**src/rtl/timer_pkg.sv**
```systemverilog
// Shared constants for the down_timer block: FSM state encoding and default widths.
package timer_pkg;

    localparam int DEF_WIDTH      = 8;
    localparam int DEF_PRESCALE_W = 4;

    localparam logic [1:0] ST_IDLE   = 2'd0;
    localparam logic [1:0] ST_LOADED = 2'd1;
    localparam logic [1:0] ST_RUN    = 2'd2;
    localparam logic [1:0] ST_DONE   = 2'd3;

endpackage : timer_pkg

```
**src/rtl/down_timer_if.sv**
```systemverilog
// Load handshake, run control and status signals of down_timer, bundled for port use.
interface down_timer_if #(
    parameter int WIDTH      = timer_pkg::DEF_WIDTH,
    parameter int PRESCALE_W = timer_pkg::DEF_PRESCALE_W
) ();

    logic                  load_valid;
    logic                  load_ready;
    logic [WIDTH-1:0]      load_value;
    logic                  load_auto;
    logic                  start;
    logic                  stop;
    logic [PRESCALE_W-1:0] prescale;
    logic [WIDTH-1:0]      count;
    logic                  running;
    logic                  expire;

    modport master (
        output load_valid, load_value, load_auto, start, stop, prescale,
        input  load_ready, count, running, expire
    );

    modport slave (
        input  load_valid, load_value, load_auto, start, stop, prescale,
        output load_ready, count, running, expire
    );

endinterface : down_timer_if

```
**src/rtl/tick_prescaler.sv**
```systemverilog
// Divides the clock into one tick every prescale+1 enabled cycles; prescale is used live.
module tick_prescaler #(
    parameter int PRESCALE_W = timer_pkg::DEF_PRESCALE_W
) (
    input  logic                  clk,
    input  logic                  rst_n,
    input  logic                  clear,
    input  logic                  enable,
    input  logic [PRESCALE_W-1:0] prescale,
    output logic                  tick
);

    logic [PRESCALE_W-1:0] r_presc_cnt;

    // '>=' rather than '==' so lowering prescale mid-run never strands the counter above it.
    assign tick = enable && (r_presc_cnt >= prescale);

    // NOTE: sequential state uses non-blocking assignments so every flop samples pre-edge values.
    always_ff @(posedge clk or negedge rst_n) begin
        if (!rst_n) begin
            r_presc_cnt <= '0;
        end else if (clear) begin
            r_presc_cnt <= '0;
        end else if (enable) begin
            r_presc_cnt <= tick ? '0 : r_presc_cnt + PRESCALE_W'(1);
        end
    end

endmodule : tick_prescaler

```
**src/rtl/down_timer.sv**
```systemverilog
// Loadable down-counter timer with prescaled ticks, stop/resume, one-cycle expire pulse
// and optional auto-reload.
module down_timer
    import timer_pkg::*;
#(
    parameter int WIDTH      = DEF_WIDTH,
    parameter int PRESCALE_W = DEF_PRESCALE_W
) (
    input  logic         clk,
    input  logic         rst_n,
    down_timer_if.slave  bus
);

    logic [1:0]       r_state;
    logic [WIDTH-1:0] r_count;
    logic [WIDTH-1:0] r_reload;
    logic             r_auto;
    logic             r_expire;

    logic w_run;
    logic w_load_ready;
    logic w_load_acc;
    logic w_start_go;
    logic w_stop_run;
    logic w_presc_clear;
    logic w_presc_en;
    logic w_tick;

    assign w_run        = (r_state == ST_RUN);
    assign w_load_ready = !w_run;
    assign w_load_acc   = bus.load_valid && w_load_ready;
    assign w_stop_run   = w_run && bus.stop;
    // A load in the same cycle as start takes priority, so start only counts without a load.
    assign w_start_go   = !w_load_acc && bus.start &&
                          ((r_state == ST_LOADED) || (r_state == ST_DONE));

    assign w_presc_clear = w_load_acc || w_start_go || w_stop_run;
    assign w_presc_en    = w_run && !bus.stop;

    tick_prescaler #(
        .PRESCALE_W (PRESCALE_W)
    ) u_prescaler (
        .clk      (clk),
        .rst_n    (rst_n),
        .clear    (w_presc_clear),
        .enable   (w_presc_en),
        .prescale (bus.prescale),
        .tick     (w_tick)
    );

    always_ff @(posedge clk or negedge rst_n) begin
        if (!rst_n) begin
            r_state  <= ST_IDLE;
            r_count  <= '0;
            r_reload <= '0;
            r_auto   <= 1'b0;
            r_expire <= 1'b0;
        end else begin
            r_expire <= 1'b0;
            case (r_state)
                ST_RUN: begin
                    if (bus.stop) begin
                        r_state <= ST_LOADED;
                    end else if (w_tick) begin
                        if (r_count != '0) begin
                            r_count <= r_count - WIDTH'(1);
                        end else begin
                            r_expire <= 1'b1;
                            if (r_auto) r_count <= r_reload;
                            else        r_state <= ST_DONE;
                        end
                    end
                end
                default: begin
                    if (w_load_acc) begin
                        r_count  <= bus.load_value;
                        r_reload <= bus.load_value;
                        r_auto   <= bus.load_auto;
                        r_state  <= ST_LOADED;
                    end else if (w_start_go) begin
                        if (r_state == ST_DONE) r_count <= r_reload;
                        r_state <= ST_RUN;
                    end
                end
            endcase
        end
    end

    assign bus.load_ready = w_load_ready;
    assign bus.count      = r_count;
    assign bus.running    = w_run;
    assign bus.expire     = r_expire;

endmodule : down_timer

```
**src/flat_wrapper.sv**
```systemverilog
// flat-port wrapper written by rule: the top's interface ports become plain ports
module down_timer_flat import timer_pkg::*;
#(
    parameter int WIDTH      = DEF_WIDTH,
    parameter int PRESCALE_W = DEF_PRESCALE_W
)
  (clk, rst_n, bus_load_valid, bus_load_value, bus_load_auto, bus_start, bus_stop, bus_prescale, bus_load_ready, bus_count, bus_running, bus_expire);
  down_timer_if #(.WIDTH(WIDTH), .PRESCALE_W(PRESCALE_W)) bus_i ();
  input  logic clk;
  input  logic rst_n;
  input wire logic [$bits(bus_i.load_valid)-1:0] bus_load_valid;
  input wire logic [$bits(bus_i.load_value)-1:0] bus_load_value;
  input wire logic [$bits(bus_i.load_auto)-1:0] bus_load_auto;
  input wire logic [$bits(bus_i.start)-1:0] bus_start;
  input wire logic [$bits(bus_i.stop)-1:0] bus_stop;
  input wire logic [$bits(bus_i.prescale)-1:0] bus_prescale;
  output wire logic [$bits(bus_i.load_ready)-1:0] bus_load_ready;
  output wire logic [$bits(bus_i.count)-1:0] bus_count;
  output wire logic [$bits(bus_i.running)-1:0] bus_running;
  output wire logic [$bits(bus_i.expire)-1:0] bus_expire;
  assign bus_i.load_valid = bus_load_valid;
  assign bus_i.load_value = bus_load_value;
  assign bus_i.load_auto = bus_load_auto;
  assign bus_i.start = bus_start;
  assign bus_i.stop = bus_stop;
  assign bus_i.prescale = bus_prescale;
  assign bus_load_ready = bus_i.load_ready;
  assign bus_count = bus_i.count;
  assign bus_running = bus_i.running;
  assign bus_expire = bus_i.expire;
  down_timer #(.WIDTH(WIDTH), .PRESCALE_W(PRESCALE_W)) u_core (.clk(clk), .rst_n(rst_n), .bus(bus_i));
endmodule
```
**config.mk**
```make
export PLATFORM = sky130hd
export DESIGN_NAME = down_timer_flat
export DESIGN_NICKNAME = d
export VERILOG_FILES = /design/src/rtl/timer_pkg.sv /design/src/rtl/down_timer_if.sv /design/src/rtl/tick_prescaler.sv /design/src/rtl/down_timer.sv /design/src/flat_wrapper.sv
export SDC_FILE = /design/constraint.sdc
export NUM_CORES = 1
export LEC_CHECK = 0
export ABC_AREA = 1
export CORE_MARGIN = 5
export CORE_UTILIZATION = 52
export DETAILED_ROUTE_END_ITERATION = 16
export GPL_TIMING_DRIVEN = 0
export PLACE_DENSITY = 0.78
export SYNTH_ARGS = -nofsm -noshare
export SYNTH_HDL_FRONTEND = slang
export SYNTH_SLANG_ARGS = --single-unit
export TNS_END_PERCENT = 5
```
**constraint.sdc**
```tcl
create_clock -name clk -period 1.9 [get_ports clk]
set_input_delay 0.38 -clock clk [delete_from_list [all_inputs] [get_ports clk]]
set_output_delay 0.38 -clock clk [all_outputs]
set_load 0.01 [all_outputs]
```
==> summary.txt, run 1 <==
Run status
  • Run status: finished, final reports clean

Routing
  • Vias/cell: 5.049
  • Drt drc: 0
  • Drt pass-1 iters: 6
  • Drt wl/cell: 11.71 um
  • Final WL: 3.338 mm
  • Routed Antenna Nets: 0
  • 1st-iter DRT viols: 74
  • Via Count: 1439

Layout
  • Area taken by multi-input logic gates: 858.3 um^2
  • N_diodes: 0
  • Final-stage net count: 278
  • Reg area: 603.1 um^2
  • Finished Layout Cells: 285
  • Filler cells: 273
  • Share of layout cells above drive strength 1: 0.1310
  • Synth-to-Final Area Change: 23.56%

Timing
  • Hold slack: 0.5470 ns
  • Fin. Hold Viols: 0
  • Fin. max-slew vios: 0
  • Setup Skew: 0.002060 ns
  • Period utilization: 0.9256
  • Final min period: 1.759 ns
  • Setup violations, final: 0
  • Slew headroom: 0.2794
  • Unrepaired setup endpoints after global routing: false
  • Actual slew at the worst max-slew pin: 1.078 ns
  • Max Fclk: 568.6 MHz

Worst setup path
  • CP Class: input pin to register
  • Critical path fanouts, max: 8
  • R2R depth: 11
  • Startpoint Class: input pin
  • Worst path depth: 11
  • Worst path top cell family by delay: buffers and inverters
  • Critical Path AT: 2.02 ns
  • CP most frequent cell: nand2_1
  • WP buf/inv: 3
  • Worst path cell trace: clkdlybuf4s50_1 > inv_1 > ha_1 > nand2_1 > inv_1 > nand2_1 > nand3_1 > nand2_2 > a21oi_4 > nand2_1 > nand2_1
  • Worst path max stage delay: 0.45 ns
  • CP Capture Type: register
  • CP max stage cell: clkdlybuf4s50_1
  • Reg-to-reg setup timing slack: 0.22 ns
  • WP data required: 2.16 ns

Floorplanning
  • Core ar.: 2978 um^2
  • Die span in y: 65.26 um
  • Row count: 20
  • Die area: 4258 um^2
  • Num ports: 29
  • DIE WIDTH: 65.26 um
  • Starting Density: 0.5332

Place
  • GP Congestion: 0.8207
  • Cell count after placement: 281
  • IO buf count: 28
  • Hpwl dp: 2.614 mm

Synth
  • Async set or reset register ratio after synthesis: 1.000
  • Synth top area cells: dfrtp_1 (38%), nand2_1 (18%), inv_1 (6.6%), ha_1 (5.5%), nand3_1 (4.7%)
  • Most common cell in the synthesized netlist: nand2_1
  • Leading area contributor after synthesis: dfrtp_1
  • Distinct cells, synth: 23
  • Syn Inst Count: 220
  • Syn_area_per_cell: 7.217 um^2
  • Yosys Warn Count: 0
  • Post-synthesis instance area: 1588 um^2
  • Top post-synthesis cells by count: nand2_1 (77), inv_1 (28), dfrtp_1 (24), nor2_1 (20), nand3_1 (15)
  • Sequential fraction of the synthesis area: 0.3783
  • Post-synth EDFFs: 0
  • Main flop type after synthesis: dfrtp_1
  • Post-synth top area share: 0.3783
  • Mapped Nets: 245
  • Yosys reg bits: 24

Global routing
  • Initial antenna violation count: 0
  • Pin count of the biggest net entering global routing: 25
  • GRT Total Usage: 0.1843
  • Vias in the first global route: 1499
  • GRT overflow: 0
  • First-pass GRT wire length: 6.313 mm

CTS
  • H-tree levels: 1
  • Clock Tree Root: clkbuf_4
  • Inserted Clock Buffers: 3
  • CTS sink cnt: 24
  • Max Root-Sink Buffers: 2
  • Clk pin slew, worst setup/hold paths: 0.13 ns
  • CTS tree: yes
  • Clock Latency Late Sink: 0.30 ns

Flow run
  • Max Cap Violations: 0

Power
  • PD cells: 1288 nW/um^2
  • Tot Pwr: 0.002528 W
  • Static Leak: 1.060 nW
  • Worst vdd ir: 0.7279 mV

Worst hold path
  • Hold Path Depth: 2
  • Min-delay worst type: register to register
sequential cells by signal, summed over array words and instances (netlist names):
register / count
u_core.r_state: 2
u_core.r_reload: 8
u_core.r_auto: 1
u_core.u_prescaler.r_presc_cnt: 4
u_core.bus.expire: 1
u_core.bus.count: 8
worst reg2reg max path, stage by stage (launching register included):
cell and delay, ns:
dfrtp_1 0.45, inv_1 0.12, ha_1 0.16, nand2_1 0.12, nor2_8 0.23, inv_4 0.10, nor2_1 0.09, nand2_1 0.07
nand2_2 0.07, nand2_1 0.06, nand2_1 0.07, nand2_1 0.05
routing by layer:
layer	GRT usage	up-vias	routed length, um
met5	0	-	0
met4	0.03109	0	21
met3	0.02222	2	142
met2	0.3363	24	1733
met1	0.2349	662	1441
li1	-	751	-
cells in the final DEF (no fill, tap or decap):
cell             synthesis  routed
nor2_1                  20      20
xor2_1                   2       2
dfrtp_1                 24      22
inv_2                    4       4
nand4_1                  4       4
dfrtp_2                  0       2
clkbuf_4                 0       3
inv_1                   28      28
nand3_1                 15      15
nand2_1                 77      77
o21ai_1                  3       3
clkdlybuf4s50_1          0      26
clkbuf_8                 0       1
nand3_2                  1       1
inv_4                    1       1
buf_6                    1       1
dlygate4sd2_1            0       2
nand2_8                  0       1
nand2_4                  3       3
a21oi_1                  8       8
buf_4                    0       1
a21oi_4                  1       1
nor2_8                   1       1
nand2_2                  5       4
a21boi_1                 1       1
a21oi_2                  8       8
o21ai_0                  4       4
nor2_4                   1       1
ha_1                     7       7
stage by stage:
step	TNS [ns]	worst slack (ns)	instance area, um^2	util
6_report	0	0.1414	1962	0.6588
3_5_place_dp	-1.448	-0.1863	1909	0.6412
5_1_grt	0	0.01165	1962	0.6588
2_1_floorplan	0	0.3796	1588	-
4_1_cts	0	0.1264	1957	0.6571
3_3_place_gp	-1.189	-0.1558	1909	0.6412
worst paths after layout:
| check | from | to |
|---|---|---|
| max | bus_prescale[3] | u_core.bus.count[6] |
| min | u_core.r_reload[4] | u_core.r_reload[4] |
| max reg2reg | u_core.bus.count[0] | u_core.r_state[1] |
| min reg2reg | u_core.r_reload[4] | u_core.r_reload[4] |
| max in group asynchronous | rst_n | u_core.r_state[1] |
| min in group asynchronous | rst_n | u_core.bus.count[4] |
what timing repair did:
| action | in CTS | in global routing |
|---|---|---|
| hold buffers | 0 | 0 |
| setup endpoints to repair | 2 | 4 |
| setup buffers | 1 | 0 |
| gates resized for setup | 5 | 1 |
| pin swaps | 1 | 0 |
| endpoints found under the hold margin | 0 | 0 |
where the power goes:
part | internal, W | switching [W]
clock | 0.000117 | 0.000153
combinational | 0.000578 | 0.000814
sequential | 0.000683 | 0.000183
total | 0.00138 | 0.00115
cell families after synthesis:
kind of cell / count (synthesis) / share of synthesized area
buffers and inverters: 35 / 0.08983
AOI/OAI and AO/OA: 25 / 0.1064
adders and majority gates: 7 / 0.05516
and+or+nand+nor: 127 / 0.3593
DFF: 24 / 0.3783
xor gates and xnor gates: 2 / 0.01103
final cells by class:
cell class | instances | area share
plain buffers | 1 | 0.005740
flip-flops and latches | 24 | 0.3074
clock buffers | 4 | 0.01849
well taps | 33 | 0.02105
inverters | 33 | 0.06441
repair buffers | 29 | 0.1454
multi-input cells | 161 | 0.4375
Power figures use the tool's default switching activity.
==> run 2, diff against run 1 <==
RECOVER_POWER = 50   (was unset)
SETUP_SLACK_MARGIN = 0.2   (was unset)
==> run 2 against run 1 <==
Against the previous run:
- setup slack gained 0.0041 ns
- cell count grew 2.8%
- flip-flop and latch count is the same
- hold slack is essentially flat
- utilization grew 2.9 points
- first-iteration DRC count grew 6.8%
- fmax grew 0.23%
- routed wire length grew 9.4%
- critical path depth is the same
- count of clock-buffer cells in the layout is the same
- total power grew 3.7%
- largest power group unchanged
==> summary.txt, run 2 (synthesized netlist as in run 1, its figures left out) <==
Worst setup path
  • Worst path max stage delay: 0.48 ns (+0.03 ns)
  • Reg-to-reg setup timing slack: 0.23 ns (about the same)
  • Startpoint Class: input pin
  • Crit Reg-Reg Startpoint: u_core.u_prescaler.r_presc_cnt[1]
  • CP Capture Type: register
  • Worst path top cell family by delay: simple AND/OR/NAND/NOR gates
  • CP Class: input pin to register
  • CP max stage cell: clkdlybuf4s50_1
  • WP data required: 2.16 ns (about the same)
  • WP buf/inv: 2 (-1)
  • Critical path fanouts, max: 8 (unchanged)
  • Worst path cell trace: clkdlybuf4s50_1 > inv_2 > ha_4 > nand2_1 > nand2_1 > nand2_1 > nand3_1 > nand2_4 > a21oi_4 > nand2_1 > nand2_1
  • Critical Path AT: 2.02 ns (about the same)
  • Crit path launch: bus_prescale[1]
  • R2R depth: 9 (-2)
  • CP most frequent cell: nand2_1
  • Reg-to-reg endpoint: u_core.bus.count[6]

Power
  • Tot Pwr: 0.002622 W (+3.7%)
  • Clock power frac: 0.103 (-0.004)
  • Sw Share: 0.4471 (-0.007835)
  • Internal: 0.001450 W (+5.2%)
  • Seq pwr share: 0.322 (-0.021)
  • Worst vdd ir: 0.7255 mV (-0.33%)
  • Switching pwr: 0.001172 W (+2.0%)
  • PD cells: 1279 nW/um^2 (-0.69%)
  • Combinational Power Share: 0.575 (+0.024)
  • Static Leak: 1.101 nW (+3.8%)

CTS
  • CTS tree: yes
  • Clock Latency Late Sink: 0.31 ns (about the same)
  • Inserted Clock Buffers: 3 (unchanged)
  • CTS sink cnt: 24 (unchanged)
  • Clock Tree Root: clkbuf_4
  • Clk pin slew, worst setup/hold paths: 0.13 ns (about the same)
  • Max Root-Sink Buffers: 2 (unchanged)
  • H-tree levels: 1 (unchanged)

Timing
  • Fin. max-slew vios: 0 (unchanged)
  • Post-Route Setup TNS: 0 ns (unchanged)
  • Max Fclk: 570.0 MHz (+0.23%)
  • Setup violations, final: 0 (unchanged)
  • Fin. Hold Viols: 0 (unchanged)
  • Actual slew at the worst max-slew pin: 1.121 ns (+0.04305 ns)
  • Final worst slack: 0.1455 ns (+0.004097 ns)
  • Unrepaired setup endpoints after global routing: true
  • Period utilization: 0.9234 (-0.002156)
  • Final min period: 1.755 ns (-0.004097 ns)
  • Setup Skew: 0.004280 ns (+0.002220 ns)
  • Slew headroom: 0.2505 (-0.02892)

Place
  • Place WS: -0.1863 ns (unchanged)
  • Cell count after placement: 281 (unchanged)
  • Hpwl dp: 2.614 mm (unchanged)
  • IO buf count: 28 (unchanged)
  • GP Congestion: 0.8207 (unchanged)

Floorplanning
  • Die span in y: 65.26 um (unchanged)
  • Die area: 4258 um^2 (unchanged)
  • Core ar.: 2978 um^2 (unchanged)
  • DIE WIDTH: 65.26 um (unchanged)
  • Starting Density: 0.5332 (unchanged)
  • Num ports: 29 (unchanged)
  • Row count: 20 (unchanged)

Layout
  • Synth-to-Final Area Change: 29.08%
  • Final-stage net count: 286 (+2.9%)
  • Commonest non-fill, non-tap cell in the layout: nand2_1
  • Filler cells: 261 (-4.4%)
  • Final Util: 0.6882 (+0.02941)
  • N_diodes: 0 (unchanged)
  • Finished Layout Cells: 293 (+2.8%)
  • Share of layout cells above drive strength 1: 0.1808 (+0.04982)
  • Most frequent cells in the layout: nand2_1 (77), inv_1 (26), clkdlybuf4s50_1 (25)

Global routing
  • Vias in the first global route: 1542 (+2.9%)
  • GRT overflow: 0 (unchanged)
  • First-pass GRT wire length: 6.506 mm (+3.1%)
  • Initial antenna violation count: 0 (unchanged)
  • Pin count of the biggest net entering global routing: 25 (unchanged)
  • GRT Total Usage: 0.1904 (+0.006155)

Worst hold path
  • Min-delay worst type: register to register
  • Worst Hold Endpoint: u_core.r_reload[1]
  • Hold Path Depth: 2 (unchanged)
  • Worst Hold Launch: u_core.r_reload[1]

Routing
  • Drt wl/cell: 12.46 um (+6.4%)
  • Vias/cell: 5.010 (-0.77%)
  • Final WL: 3.651 mm (+9.4%)
  • Drt pass-1 iters: 4 (-2)
  • Drt drc: 0 (unchanged)
  • Via Count: 1468 (+2.0%)
  • Routed Antenna Nets: 0 (unchanged)
  • 1st-iter DRT viols: 79 (+6.8%)

Flow run
  • Max Cap Violations: 0 (unchanged)

Run status
  • Run status: finished, final reports clean
==> run 2: cell count changes in the layout (fill, tap and decap cells not counted), sizes merged <==
| cell | before | now |
|---|---|---|
| dlygate4sd3 | 0 | 1 |
| clkbuf | 4 | 5 |
| buf | 2 | 10 |
| clkdlybuf4s50 | 26 | 25 |
| dlygate4sd2 | 2 | 1 |
==> run 2: how the worst max path moves through the flow <==
stage                                to  slack (ns)  depth (start not counted)
floorplan             u_core.r_state[1]        0.38                         11
global placement    u_core.bus.count[6]       -0.16                         11
detailed placement  u_core.bus.count[6]       -0.19                         11
CTS                      bus_load_ready        0.07                          4
global route        u_core.bus.count[2]        0.08                          9
finish              u_core.bus.count[6]        0.15                         11
==> run 2: power groups by stage <==
| stage | combinational, W | sequential, W | clock [W] |
|---|---|---|---|
| 2_1_floorplan | 0.000911 | 0.000873 | 0 |
| 3_3_place_gp | 0.00137 | 0.000862 | 0 |
| 3_5_place_dp | 0.00139 | 0.000867 | 0 |
| 4_1_cts | 0.00145 | 0.000844 | 0.000281 |
| 5_1_grt | 0.00173 | 0.000879 | 0.000307 |
| 6_report | 0.00151 | 0.000845 | 0.000269 |
==> run 2: per-stage QoR <==
step | hold slack, ns | instance area [um^2]
after floorplan | 0.08441 | 1588
after global placement | 0.5181 | 1909
after detailed placement | 0.5260 | 1909
after CTS | 0.5479 | 1973
after global routing | 0.5733 | 2049
final | 0.5469 | 2049
==> run 2: final cells by class <==
type | instances | area, um^2 | area share
buffer | 2 | 22.52 | 0.01099
clock buffer | 4 | 36.28 | 0.01770
inverter | 33 | 126.4 | 0.06166
multi-input combinational | 161 | 880.8 | 0.4298
sequential | 24 | 608.1 | 0.2967
tap | 33 | 41.29 | 0.02015
timing repair buffer | 36 | 334.1 | 0.1630
==> run 2: repair_timing <==
action,4_1_cts,5_1_grt
pin swaps,1,9
cloned,0,0
buffers inserted,3,5
gates resized for setup,5,17
hold buffers,0,0
endpoints found under the setup margin,17,23
==> run 2: layer usage <==
metal  vias up  share of wire  GRT usage
met3         4          0.039    0.02222
met2        26           0.51     0.3515
li1        766              -          -
met5         -              0          0
met4         0         0.0096    0.03886
met1       672           0.44     0.2371
==> run 2: worst register-to-register path, cell delays in order (launching register included) <==
cell,delay (ns)
dfrtp_1,0.48
ha_4,0.31
nand2_1,0.05
nand2_1,0.05
nand2_1,0.05
nand3_1,0.13
nand2_4,0.09
a21oi_4,0.28
nand2_1,0.12
nand2_1,0.07
==> run 3, diff against run 2 <==
GPL_TIMING_DRIVEN = unset   (was 0)
SKIP_LAST_GASP = 1   (was unset)
==> run 3 against run 2 <==
Against the previous run:
- routed wire length is 10% lower
- total power decreased by 5.8%
- critical path depth shrank 10
- cell area down 4.4%
- die area unchanged
- fmax rose by 0.99%
- critical path type is now register to output port
- clock skew decreased by 0.0026 ns
- global-route usage decreased by 1.3 points
- non-clock buffer count down 3
- combinational power is 8% lower
- flip-flop and latch count is the same
- largest cell class unchanged
- sequential power grew 0.9%
==> summary.txt, run 3 (synthesized netlist as in run 1, its figures left out) <==
Run status
  • Run status: finished, final reports clean

Layout
  • Final-stage net count: 283 (-1.0%)
  • Synth-to-Final Area Change: 23.40%
  • Commonest non-fill, non-tap cell in the layout: nand2_1
  • Share of layout cells above drive strength 1: 0.1367 (-0.04405)
  • N_diodes: 0 (unchanged)
  • Final Util: 0.6580 (-0.03025)
  • Cell area after layout: 1959 um^2 (-4.4%)
  • Most frequent cells in the layout: nand2_1 (77), inv_1 (28), clkdlybuf4s50_1 (25)

Worst setup path
  • Crit Reg-Reg Startpoint: u_core.r_state[1]
  • CP Capture Type: output port
  • WP data required: 1.52 ns (-0.64 ns)
  • Worst path top cell family by delay: buffers and inverters
  • CP Class: register to output port
  • Worst path cell trace: clkdlybuf4s50_1
  • Worst path max stage delay: 0.57 ns (+0.09 ns)
  • Crit path launch: u_core.bus.count[6]
  • Startpoint Class: register
  • CP max stage cell: clkdlybuf4s50_1
  • Critical path fanouts, max: 6 (-2)
  • WP buf/inv: 1 (-1)
  • Critical Path AT: 1.36 ns (-0.66 ns)

Global routing
  • Initial antenna violation count: 0 (unchanged)
  • GRT overflow: 0 (unchanged)
  • GRT Total Usage: 0.1779 (-0.01254)
  • Pin count of the biggest net entering global routing: 25 (unchanged)
  • First-pass GRT wire length: 6.023 mm (-7.4%)
  • Vias in the first global route: 1398 (-9.3%)

Timing
  • Hold slack: 0.4686 ns (-0.07835 ns)
  • Period utilization: 0.9144 (-0.009010)
  • Fin. max-slew vios: 0 (unchanged)
  • Final min period: 1.737 ns (-0.01712 ns)
  • Post-Route Setup TNS: 0 ns (unchanged)
  • Slew headroom: 0.7060 (+0.4555)
  • Fin. Hold Viols: 0 (unchanged)
  • Setup Skew: 0.001659 ns (-0.002621 ns)
  • Actual slew at the worst max-slew pin: 0.4395 ns (-0.6811 ns)
  • Unrepaired setup endpoints after global routing: true
  • Max Fclk: 575.6 MHz (+0.99%)
  • Setup violations, final: 0 (unchanged)

Floorplanning
  • Die area: 4258 um^2 (unchanged)
  • Num ports: 29 (unchanged)
  • DIE WIDTH: 65.26 um (unchanged)
  • Core ar.: 2978 um^2 (unchanged)
  • Die span in y: 65.26 um (unchanged)
  • Row count: 20 (unchanged)
  • Starting Density: 0.5332 (unchanged)

Worst hold path
  • Min-delay worst type: input pin to async pin

Routing
  • Drt pass-1 iters: 4 (unchanged)
  • Routed Antenna Nets: 0 (unchanged)
  • Vias/cell: 4.872 (-2.8%)
  • Via Count: 1408 (-4.1%)
  • 1st-iter DRT viols: 76 (-3.8%)
  • Final WL: 3.281 mm (-10%)
  • Drt wl/cell: 11.35 um (-8.9%)
  • Drt drc: 0 (unchanged)

CTS
  • Clk pin slew, worst setup/hold paths: 0.13 ns (about the same)
  • Clock Latency Late Sink: 0.32 ns (about the same)
  • Clock Tree Root: clkbuf_4
  • CTS tree: yes
  • Hold_buf cts: 0 (unchanged)
  • Inserted Clock Buffers: 3 (unchanged)
  • H-tree levels: 1 (unchanged)
  • Max Root-Sink Buffers: 2 (unchanged)
  • CTS sink cnt: 24 (unchanged)

Power
  • PD cells: 1261 nW/um^2 (-1.4%)
  • Worst vdd ir: 0.6738 mV (-7.1%)
  • Static Leak: 1.084 nW (-1.5%)

Flow run
  • Max Cap Violations: 0 (unchanged)

Place
  • IO buf count: 28 (unchanged)
  • GP Congestion: 0.8265 (+0.71%)
  • Dpl cell area: 1931 um^2 (+1.1%)
  • Hpwl dp: 2.561 mm (-2.0%)
## run 3: cell types whose count changed in the layout (fill, tap and decap cells not counted), sizes merged
cell | before | now
buf | 10 | 6
dlymetal6s2s | 0 | 1
clkbuf | 5 | 4
## run 3: through the flow
stage / total power, W / cells / worst slack [ns]
2_1_floorplan: 0.001784 / 220 / 0.3796
3_3_place_gp: 0.002240 / 284 / -0.09064
3_5_place_dp: 0.002261 / 284 / -0.1403
4_1_cts: 0.002502 / 288 / 0.08421
5_1_grt: 0.002754 / 289 / 0.07884
6_report: 0.002471 / 289 / 0.1626
## run 3: final timing paths
| check | end | slack [ns] | depth (start not counted) |
|---|---|---|---|
| hold / removal | u_core.r_reload[3] | 0.47 | 2 |
| min in group clk | u_core.r_reload[5] | 0.54 | 2 |
| setup reg to reg | u_core.bus.count[2] | 0.30 | 9 |
| hold reg to reg | u_core.r_reload[5] | 0.54 | 2 |
| max in group asynchronous | u_core.r_state[0] | 1.18 | 2 |
| setup / recovery | bus_count[6] | 0.16 | 1 |
## run 3: timing repair
| item | 4_1_cts | 5_1_grt |
|---|---|---|
| pin swaps | 0 | 0 |
| setup buffers | 1 | 1 |
| endpoints found under the setup margin | 12 | 19 |
| resized for setup | 3 | 1 |
## run 3: routing by layer
metal  wire (um)  share of wire  GRT usage  vias to the layer above
met5           0              0          0                        -
met4          47          0.014    0.05440                        0
met3         108          0.033    0.02222                        5
met2        1629           0.50     0.3262                       21
met1        1496           0.46     0.2149                      616
li1            -              -          -                      766
## run 3: power by group
part,leakage (nW),switching [W],internal (W)
registers,0.287,0.000170,0.000683
logic,0.784,0.000803,0.000589
clock network,0.0138,0.000152,0.0000744
## run 3: final cells by class
type                    instances  area, um^2
clock buffers                   3       22.52
fillers                       271        1018
inverters                      33       126.4
multi-input cells             161       835.8
flip-flops and latches         24       603.1
well taps                      33       41.29
repair buffers                 35       330.3
